### src/rtl/ps2_kb_rx_pkg.sv
// Shared definitions for the PS/2 keyboard receiver.
// State encodings, frame constants and the parity helper.
package ps2_kb_rx_pkg;

    typedef enum logic [1:0] {
        IDLE,
        DATA,
        PARITY,
        STOP
    } rx_state_t;

    typedef enum logic [1:0] {
        H_IDLE,
        H_REQ,
        H_WAIT
    } hs_state_t;

    localparam logic START_BIT = 1'b0;
    localparam logic STOP_BIT  = 1'b1;
    localparam int   DATA_BITS = 8;

    // Odd parity holds when data plus parity bit has an odd count of ones.
    function automatic logic odd_ok(input logic [7:0] b, input logic p);
        return ^{b, p};
    endfunction

endpackage

### src/rtl/ps2_kb_rx_byte_fifo.sv
// Synchronous byte FIFO with occupancy count.
// Pop is applied before push, so a full FIFO accepts a push when popped.
module ps2_kb_rx_byte_fifo #(
    parameter int DEPTH = 4
) (
    input  logic                       clk,
    input  logic                       rst,
    input  logic                       push,
    input  logic                       pop,
    input  logic [7:0]                 wdata,
    output logic [7:0]                 rdata,
    output logic                       full,
    output logic                       empty,
    output logic [$clog2(DEPTH):0]     count
);

    localparam int AW = $clog2(DEPTH);

    logic [7:0]    mem [DEPTH];
    logic [AW-1:0] wr_ptr;
    logic [AW-1:0] rd_ptr;
    logic          do_push;
    logic          do_pop;

    assign empty   = (count == '0);
    assign full    = (count == (AW+1)'(DEPTH));
    assign do_pop  = pop && !empty;
    assign do_push = push && (!full || do_pop);
    assign rdata   = mem[rd_ptr];

    always_ff @(posedge clk) begin
        if (rst) begin
            wr_ptr <= '0;
            rd_ptr <= '0;
            count  <= '0;
        end else begin
            if (do_push) wr_ptr <= wr_ptr + 1'b1;
            if (do_pop)  rd_ptr <= rd_ptr + 1'b1;
            case ({do_push, do_pop})
                2'b10:   count <= count + 1'b1;
                2'b01:   count <= count - 1'b1;
                default: count <= count;
            endcase
        end
    end

    always_ff @(posedge clk) begin
        if (do_push) mem[wr_ptr] <= wdata;
    end

endmodule

### src/rtl/ps2_kb_rx.sv
// PS/2 keyboard receiver: pad sync, clock filter, frame FSM,
// scan-code FIFO and write_en/write_ok handshake to the driver.
module ps2_kb_rx
    import ps2_kb_rx_pkg::*;
#(
    parameter int FIFO_DEPTH  = 4,
    parameter int FILT_LEN    = 8,
    parameter int TIMEOUT_CYC = 50000
) (
    input  logic                          clk,
    input  logic                          rst,
    input  logic                          ps2_clk,
    input  logic                          ps2_data,
    output logic [7:0]                    data_bus_o,
    output logic                          write_en_o,
    input  logic                          write_ok_i,
    output logic                          frame_err_o,
    output logic                          ovf_o,
    output logic [$clog2(FIFO_DEPTH):0]   fifo_cnt_o
);

    localparam int FW = $clog2(FILT_LEN + 1);
    localparam int TW = $clog2(TIMEOUT_CYC + 1);

    logic [1:0]    clk_s;
    logic [1:0]    dat_s;
    logic          level;
    logic [FW-1:0] fcnt;
    logic          fall;
    logic          sdata;

    rx_state_t     rx_st;
    logic [7:0]    sh;
    logic [2:0]    bcnt;
    logic          par;
    logic [TW-1:0] tcnt;
    logic          tmo;

    hs_state_t     hs_st;
    logic          push;
    logic          pop;
    logic [7:0]    rdata;
    logic          full;
    logic          empty;

    // A level change is only accepted after FILT_LEN consecutive samples.
    assign fall  = level && !clk_s[1] && (fcnt == FW'(FILT_LEN - 1));
    assign sdata = dat_s[1];

    always_ff @(posedge clk) begin
        if (rst) begin
            clk_s <= 2'b11;
            dat_s <= 2'b11;
            level <= 1'b1;
            fcnt  <= '0;
        end else begin
            clk_s <= {clk_s[0], ps2_clk};
            dat_s <= {dat_s[0], ps2_data};
            if (clk_s[1] == level) begin
                fcnt <= '0;
            end else if (fcnt == FW'(FILT_LEN - 1)) begin
                level <= ~level;
                fcnt  <= '0;
            end else begin
                fcnt <= fcnt + 1'b1;
            end
        end
    end

    assign tmo  = (rx_st != IDLE) && !fall
               && (tcnt == TW'(TIMEOUT_CYC - 1));
    assign push = fall && (rx_st == STOP)
               && (sdata == STOP_BIT) && odd_ok(sh, par);

    always_ff @(posedge clk) begin
        if (rst) begin
            rx_st       <= IDLE;
            sh          <= '0;
            bcnt        <= '0;
            par         <= 1'b0;
            tcnt        <= '0;
            frame_err_o <= 1'b0;
        end else begin
            frame_err_o <= 1'b0;
            if (rx_st != IDLE && !fall) tcnt <= tcnt + 1'b1;
            else                        tcnt <= '0;
            unique case (rx_st)
                IDLE: if (fall) begin
                    if (sdata == START_BIT) begin
                        rx_st <= DATA;
                        bcnt  <= '0;
                    end else begin
                        frame_err_o <= 1'b1;
                    end
                end
                DATA: if (fall) begin
                    sh   <= {sdata, sh[7:1]};
                    bcnt <= bcnt + 1'b1;
                    if (bcnt == 3'(DATA_BITS - 1)) rx_st <= PARITY;
                end
                PARITY: if (fall) begin
                    par   <= sdata;
                    rx_st <= STOP;
                end
                STOP: if (fall) begin
                    rx_st <= IDLE;
                    if (!push) frame_err_o <= 1'b1;
                end
                default: rx_st <= IDLE;
            endcase
            if (tmo) begin
                rx_st       <= IDLE;
                frame_err_o <= 1'b1;
            end
        end
    end

    always_ff @(posedge clk) begin
        if (rst)                        ovf_o <= 1'b0;
        else if (push && full && !pop)  ovf_o <= 1'b1;
    end

    ps2_kb_rx_byte_fifo #(
        .DEPTH (FIFO_DEPTH)
    ) u_fifo (
        .clk   (clk),
        .rst   (rst),
        .push  (push),
        .pop   (pop),
        .wdata (sh),
        .rdata (rdata),
        .full  (full),
        .empty (empty),
        .count (fifo_cnt_o)
    );

    assign pop = (hs_st == H_IDLE) && !empty && write_ok_i;

    always_ff @(posedge clk) begin
        if (rst) begin
            hs_st      <= H_IDLE;
            write_en_o <= 1'b0;
            data_bus_o <= '0;
        end else begin
            unique case (hs_st)
                H_IDLE: if (pop) begin
                    data_bus_o <= rdata;
                    write_en_o <= 1'b1;
                    hs_st      <= H_REQ;
                end
                H_REQ: if (!write_ok_i) begin
                    write_en_o <= 1'b0;
                    hs_st      <= H_WAIT;
                end
                H_WAIT: if (write_ok_i) hs_st <= H_IDLE;
                default: hs_st <= H_IDLE;
            endcase
        end
    end

endmodule

### config.mk
export PLATFORM = sky130hd
export DESIGN_NAME = ps2_kb_rx
export DESIGN_NICKNAME = d
export VERILOG_FILES = /design/src/rtl/ps2_kb_rx_pkg.sv /design/src/rtl/ps2_kb_rx_byte_fifo.sv /design/src/rtl/ps2_kb_rx.sv
export SDC_FILE = /design/constraint.sdc
export NUM_CORES = 1
export LEC_CHECK = 0
export ABC_AREA = 0
export ABC_CLOCK_PERIOD_IN_PS = 2500
export BUFFER_PORTS_ARGS = -buffer_cell sky130_fd_sc_hd__buf_4
export CAP_MARGIN = 40
export CELL_PAD_IN_SITES_DETAIL_PLACEMENT = 0
export CELL_PAD_IN_SITES_GLOBAL_PLACEMENT = 1
export CORE_ASPECT_RATIO = 0.8
export CORE_MARGIN = 2
export CORE_UTILIZATION = 44
export DETAILED_ROUTE_END_ITERATION = 6
export GPL_TIMING_DRIVEN = 0
export PLACE_DENSITY_LB_ADDON = 0.1
export SETUP_SLACK_MARGIN = 0.5
export SLEW_MARGIN = 40
export SYNTH_ARGS = -nofsm -noshare
export SYNTH_HDL_FRONTEND = slang
export SYNTH_SLANG_ARGS = --single-unit
### constraint.sdc
create_clock -name clk -period 2.5 [get_ports clk]
set_input_delay 0.625 -clock clk [delete_from_list [all_inputs] [get_ports clk]]
set_output_delay 0.625 -clock clk [all_outputs]
set_load 0.1 [all_outputs]
==> impl_metrics.py, run 1 <==
metrics = {
    "cts": {
        "root_buffer": "clkbuf_8",
        "cts_buffers": 9,
        "cts.clk_slew.worst_paths_ns": 0.09,
        "clock-sinks": 91,
        "hold_buffers": 0,
        "clock_path_buffers": 2,
        "clk_latency_ns": 0.36,
        "h-tree-depth": 3,
        "cts_tree": "done",
    },
    "yosys": {
        "syn_inst": 348,
        "syn_area_um2": 3890,
        "synth.area.top_cells": "dfxtp_1 30%, edfxtp_1 25%, mux4_2 4.6%",
        "async_reset_ff_share_pct": 0,
        "yosys.area.top_type": "dfxtp_1",
        "netlist.area_leader.share_pct": 30.4,
        "synth_edf_count": 32,
        "synth_top_flop_cell": "dfxtp_1",
        "synth_seq_cells": 91,
        "syn_nets": 368,
        "yosysMostFrequentCell": "dfxtp_1",
        "synth-seq-area-share_pct": 55.0,
        "yosys_warnings": 0,
        "postSynthAreaPerCell_um2": 11.2,
        "ys_types": 50,
        "ys_top_cells_by_count": "59 x dfxtp_1, 34 x nand2_1, 32 x edfxtp_1",
    },
    "setup_path": {
        "worst-path-buf-inv": 2,
        "crit_path_frequent_cell": "inv_2",
        "max_stage_delay_ns": 0.50,
        "worstSetupEndpointType": "flop",
        "path_cells": "xnor2_2 -> xnor3_2 -> mux2i_4 -> inv_2 -> ha_4 -> inv_2 -> fa_2 -> xor2_1 -> or3_1 -> a21oi_2",
        "cpMaxStageDelayCell": "xnor3_2",
        "cpLargestDelayFamily": "XOR/XNOR gates",
        "start_kind": "flop",
        "crit_type": "flop to flop",
        "required_ns": 2.79,
        "path_max_fanout": 2,
        "worst-endpoint-arrival_ns": 2.73,
    },
    "finish": {
        "final_util_pct": 53.8,
        "post_route_cells_drive_above_1_share_pct": 22.8,
        "area_delta_synth_final_pct": 17.8,
        "nFillCells": 781,
        "fin_area_um2": 4590,
        "antenna_cells": 0,
        "final_net_count": 406,
    },
    "floorplanning": {
        "core-area_um2": 8520,
        "dieWidth_um": 109,
        "core.rowCount": 30,
        "dieArea_um2": 9620,
        "io_pins": 19,
        "initial_core_util_pct": 45.7,
        "die_h_um": 88.1,
    },
    "routing": {
        "post-route-drc-count": 0,
        "dr.pass1.iters": 4,
        "drt_iter0_drc": 110,
        "vias": 2615,
        "via_per_inst": 5.20,
        "ant_nets": 0,
        "wire_per_inst_um": 14.6,
        "drt-total-wl_mm": 7.35,
    },
    "timing": {
        "rsz0062_at_grt": "yes",
        "fin_crit_sh_pct": 97.3,
        "setup_viol": 0,
        "tightest_slew_ns": 0.632,
        "slew_viol_final": 0,
        "fin_crit_ns": 2.43,
        "finalHoldViolCount": 0,
        "max_freq_ghz": 0.411,
        "skew_ns": 0.00840,
        "maxSlewHeadroom_pct": 57.8,
    },
    "power_and_ir_drop": {
        "design_power_total_mw": 2.76,
        "peakVddDrop_mv": 0.346,
        "p_leak_nw": 1.58,
        "p_per_area_nw_per_um2": 602,
    },
    "flow_run": {
        "cap_violations": 0,
    },
    "place": {
        "place.port_buffers": 17,
        "place_congestion": 0.755,
        "place_area_um2": 4190,
        "post-dp-hpwl_mm": 5.13,
    },
    "global_routing": {
        "grt_antenna_before_repair": 0,
        "overflow": 0,
        "grt_pass1_wl_mm": 12.2,
        "track_usage_pct": 17.2,
        "grt_max_degree": 16,
        "grt_pass1_vias": 2463,
    },
    "run_status": {
        "status": "complete, no violations",
    },
    "worst_hold_path": {
        "hold_class": "flop to flop",
    },
}
==> report_power, final <==
group	internal [mW]	switching, mW	total, mW
sequential	1.51	0.00176	1.52
clock	0.691	0.526	1.22
combinational	0.00999	0.0207	0.0307
==> cell usage in the layout (no fill, tap or decap), types with 3 or more instances in the layout <==
cell type	Yosys	layout
dfxtp_1	59	46
nand2_1	34	34
edfxtp_1	32	32
nor2_1	30	30
buf_4	0	26
a21oi_1	25	24
nand3_1	17	17
xor2_1	13	12
ha_1	14	11
clkbuf_8	0	10
nor3_1	8	8
xnor2_1	9	8
mux4_2	8	8
clkbuf_1	10	8
dfxtp_4	0	8
inv_1	8	7
or3_1	6	6
o21ai_0	6	6
dfxtp_2	0	5
nand2b_1	4	4
and2_4	0	4
or2_1	4	4
nor3b_1	3	3
or3b_1	3	3
buf_2	3	3
and4_1	3	3
nand4_1	3	3
a21o_1	3	3
and3_1	3	3
clkinvlp_4	0	3
bufinv_16	0	3
==> stage by stage <==
stage	TNS, ns	hold WS, ns	cells	setup slack (ns)
floorplan	-0.0678	0.383	348	-0.0531
global placement	-1.51	0.387	477	-0.356
detailed placement	-1.32	0.395	477	-0.382
CTS	0	0.417	502	0.0700
global route	-0.0479	0.423	503	-0.0479
finish	0	0.411	503	0.0667
==> worst paths after layout <==
path	startpoint	slack, ns	cells after the start	end
setup / recovery	sh[6]	0.07	10	u_fifo.count[2]
setup reg to reg	sh[6]	0.07	10	u_fifo.count[2]
hold / removal	clk_s[0]	0.41	1	clk_s[1]
hold reg to reg	clk_s[0]	0.41	1	clk_s[1]
==> cell families (layout without fill, tap and decap cells) <==
kind of cell,after synthesis,in the layout,synth area share [%]
simple gates,137,137,18.3
flops,91,91,55.0
compound gates,45,45,7.04
xor+xnor,24,24,6.11
buf+inv,24,67,2.41
fa+ha+maj,15,15,5.02
mux,12,12,6.11
==> per-layer routing <==
layer | up-vias | routed length [µm] | global-route usage, %
li1 | 1323 | - | -
met1 | 1242 | 3890 | 23.7
met2 | 37 | 3040 | 25.4
met3 | 13 | 284 | 5.21
met4 | 0 | 138 | 6.64
met5 | - | 0 | 0
==> flip-flops by register name, indices dropped and copies added (netlist names), 3 cells and up <==
register and cells:
u_fifo.count 3, data_bus_o 8, sh 8, fcnt 4
u_fifo.mem 32, bcnt 3, tcnt 16
==> repair_timing <==
action                     CTS  global route
buffers inserted             9             1
setup endpoints to repair   47            36
pin swaps                   10             2
resized for setup           24             8
==> layout make-up <==
cell class	instances	area (µm²)	share of cell area (%)
Clock buffer	10	138	3.00
Multi-Input combinational cell	233	1710	37.2
Clock inverter	6	113	2.46
Timing Repair Buffer	27	206	4.50
Inverter	10	42.5	0.928
Buffer	14	61.3	1.34
Tap cell	112	140	3.06
Sequential cell	91	2180	47.5
==> worst register-to-register path: cells and delay by family, from the launching register on <==
family	cells	cell delay, ns
compound gates	1	0.11
xor+xnor	3	0.81
fa+ha+maj	2	0.44
buf+inv	2	0.11
flops	1	0.36
mux	1	0.23
simple gates	1	0.32
No activity file was read; power rests on OpenSTA's default activity.
==> run 2: changes to the inputs <==
--- a/config.mk
+++ b/config.mk
@@ -21,4 +21,5 @@
 export SLEW_MARGIN = 40
 export SYNTH_ARGS = -nofsm -noshare
 export SYNTH_HDL_FRONTEND = slang
+export SYNTH_HIERARCHICAL = 1
 export SYNTH_SLANG_ARGS = --single-unit
==> constraint.sdc (replaced) <==
create_clock -name clk -period 2.5 [get_ports clk]
set_input_delay 0.625 -clock clk [delete_from_list [all_inputs] [get_ports clk]]
set_output_delay 0.625 -clock clk [all_outputs]
set_load 0.005 [all_outputs]
==> impl_metrics.py, run 2 <==
metrics = {
    "global_routing": {
        "grt_pass1_vias": 2341,
        "track_usage_pct": 16.1,
        "grt_pass1_wl_mm": 11.7,
        "overflow": 0,
        "grt_max_degree": 17,
        "grt_antenna_before_repair": 0,
        "grt_use_met2_pct": 23.5,
        "met1_usage_pct": 23.3,
        "grt_busiest_layer": "met2",
        "grt_use_met3_pct": 4.64,
    },
    "yosys": {
        "synth_xor_area_share_pct": 5.71,
        "ys_types": 48,
        "ys_top_cells_by_count": "61 x dfxtp_1, 35 x nand2_1, 32 x edfxtp_1",
        "synth_top_flop_cell": "dfxtp_1",
        "netlist.area_leader.share_pct": 31.2,
        "synth-seq-area-share_pct": 55.7,
        "synth_seq_cells": 93,
        "yosys_warnings": 6,
        "synth_top_family_by_area": "simple AND/OR/NAND/NOR gates",
        "syn_inst": 356,
        "yosysMostFrequentCell": "dfxtp_1",
        "syn_nets": 376,
        "synth.area.top_cells": "dfxtp_1 31%, edfxtp_1 25%, mux4_2 4.6%",
        "synth_fa_ha_area_share_pct": 4.98,
        "synth_compound_area_share_pct": 6.58,
        "synth_edf_count": 32,
        "synth.area.mux_share_pct": 6.00,
        "postSynthAreaPerCell_um2": 11.0,
        "yosys.area_share.simple_pct": 18.1,
        "yosys.area.top_type": "dfxtp_1",
        "syn_area_um2": 3920,
        "async_reset_ff_share_pct": 0,
    },
    "routing": {
        "drt-total-wl_mm": 7.16,
        "wire_per_inst_um": 13.9,
        "drt_iter0_drc": 103,
        "vias": 2547,
        "dr.pass1.iters": 4,
        "post-route-drc-count": 0,
        "via_per_inst": 4.96,
        "ant_nets": 0,
    },
    "power_and_ir_drop": {
        "p_leak_nw": 1.58,
        "design_power_total_mw": 2.50,
        "p_per_area_nw_per_um2": 544,
        "peakVddDrop_mv": 0.361,
    },
    "cts": {
        "clk_latency_ns": 0.36,
        "cts.clk_slew.worst_paths_ns": 0.09,
        "clock_path_buffers": 2,
        "clock-sinks": 93,
        "root_buffer": "clkbuf_8",
        "cts_tree": "done",
        "h-tree-depth": 3,
        "cts_buffers": 9,
    },
    "setup_path": {
        "r2r_start": "sh[1]",
        "r2r_slack_ns": -0.12,
        "cpMaxStageDelayCell": "xnor3_2",
        "worst-path-buf-inv": 2,
        "path_cells": "xnor2_2 -> xnor3_2 -> xnor2_2 -> nor3_2 -> a21boi_4 -> inv_2 -> ha_4 -> inv_2 -> fa_2 -> xor2_1 -> or3_4 -> a21oi_2",
        "worstReg2RegEnd": "u_fifo/count[2]",
        "max_stage_delay_ns": 0.46,
        "path_max_fanout": 3,
        "required_ns": 2.79,
        "worst-endpoint-arrival_ns": 2.91,
        "crit_type": "flop to flop",
        "worstSetupEndpointType": "flop",
        "r2r_cells": 12,
        "cpLargestDelayFamily": "XOR/XNOR gates",
        "start_kind": "flop",
    },
    "floorplanning": {
        "dieWidth_um": 110,
        "io_pins": 19,
        "die_h_um": 88.4,
        "core.rowCount": 30,
        "core-area_um2": 8560,
        "dieArea_um2": 9690,
        "initial_core_util_pct": 45.8,
    },
    "timing": {
        "rsz0062_at_grt": "yes",
        "fin_crit_ns": 2.62,
        "finalSetupTns_ns": -0.117,
        "finalHoldViolCount": 0,
        "max_freq_ghz": 0.382,
        "finalWorstSetupSlack_ns": -0.117,
        "fin_crit_sh_pct": 105,
        "setup_viol": 1,
        "maxSlewHeadroom_pct": 62.8,
        "slew_viol_final": 0,
        "whs_ns": 0.413,
        "skew_ns": 0.00902,
        "tightest_slew_ns": 0.559,
    },
    "finish": {
        "register_area_um2": 2200,
        "fin_area_um2": 4590,
        "layout_commonest_cell": "dfxtp_1",
        "antenna_cells": 0,
        "final_util_pct": 53.6,
        "largest_reg_flops": 32,
        "post_route_cells_drive_above_1_share_pct": 24.2,
        "nFillCells": 799,
        "top_regs": "u_fifo/mem (32), tcnt (16)",
        "regMostFlops": "u_fifo/mem",
        "fin_cells": 513,
        "multi_input_comb_area_um2": 1710,
        "final_net_count": 416,
        "area_delta_synth_final_pct": 17.0,
        "final_cell_mix": "52 x dfxtp_1, 35 x nand2_1, 32 x edfxtp_1",
    },
    "worst_hold_path": {
        "min_path_cells": 1,
        "min_to": "dat_s[1]",
        "hold_class": "flop to flop",
        "holdCritStartpoint": "dat_s[0]",
    },
    "place": {
        "dp_cells": 485,
        "place_congestion": 0.767,
        "pre_cts_ws_ns": -0.379,
        "post-dp-hpwl_mm": 4.83,
        "place.port_buffers": 17,
        "place_area_um2": 4270,
    },
    "run_status": {
        "violations": "setup timing",
        "status": "complete, but fails checks",
    },
    "flow_run": {
        "cap_violations": 0,
    },
}
==> run 2: cell types whose count changed after synthesis, moves of 4 or more <==
cell	change
xnor2_1	+7
inv_1	+6
xor2_1	-6
and2_2	+4
or2_1	-4
or2_2	+4
==> run 2: cell families after synthesis <==
family,count (synthesis)
mux,13
buf+inv,28
flops,93
fa+ha+maj,15
compound gates,45
xor+xnor,24
simple gates,138
==> run 2: worst max-delay path by stage <==
| stage | slack, ns | cells after the start | to | start |
|---|---|---|---|---|
| detailed placement | -0.38 | 14 | u_fifo/count[2] | write_ok_i |
| global route | -0.23 | 12 | u_fifo/count[2] | sh[1] |
| global placement | -0.36 | 14 | u_fifo/count[2] | write_ok_i |
| finish | -0.12 | 12 | u_fifo/count[2] | sh[1] |
| CTS | -0.15 | 12 | u_fifo/count[2] | sh[7] |
| floorplan | -0.11 | 12 | u_fifo/count[2] | write_ok_i |
==> run 2: power by group <==
part | internal, mW | total [mW] | switching [mW] | leakage (nW)
combinational | 0.0107 | 0.0295 | 0.0187 | 0.699
sequential | 1.55 | 1.55 | 0.00190 | 0.794
clock | 0.365 | 0.913 | 0.548 | 0.0856
total | 1.93 | 2.50 | 0.569 | 1.58
==> run 2: final cells by class <==
class / count / share of cell area (%)
clock buffer: 9 / 2.70
inverter: 15 / 1.39
clock inverter: 7 / 1.12
multi-input combinational: 235 / 37.4
sequential: 93 / 48.0
timing repair buffer: 29 / 4.83
buffer: 13 / 1.53
tap: 112 / 3.06
==> run 2: per-layer routing <==
layer	vias up	wire (µm)	share of wire [%]
met5	-	0	0
met4	0	68	0.95
met3	8	227	3.2
met2	35	3090	43
met1	1177	3770	53
li1	1327	-	-
==> run 2: timing repair <==
item | in CTS | in global routing
resized for setup | 9 | 9
pin swaps | 11 | 7
setup endpoints to repair | 37 | 39
gates cloned | 0 | 0
hold buffers | 0 | 0
setup buffers | 6 | 6
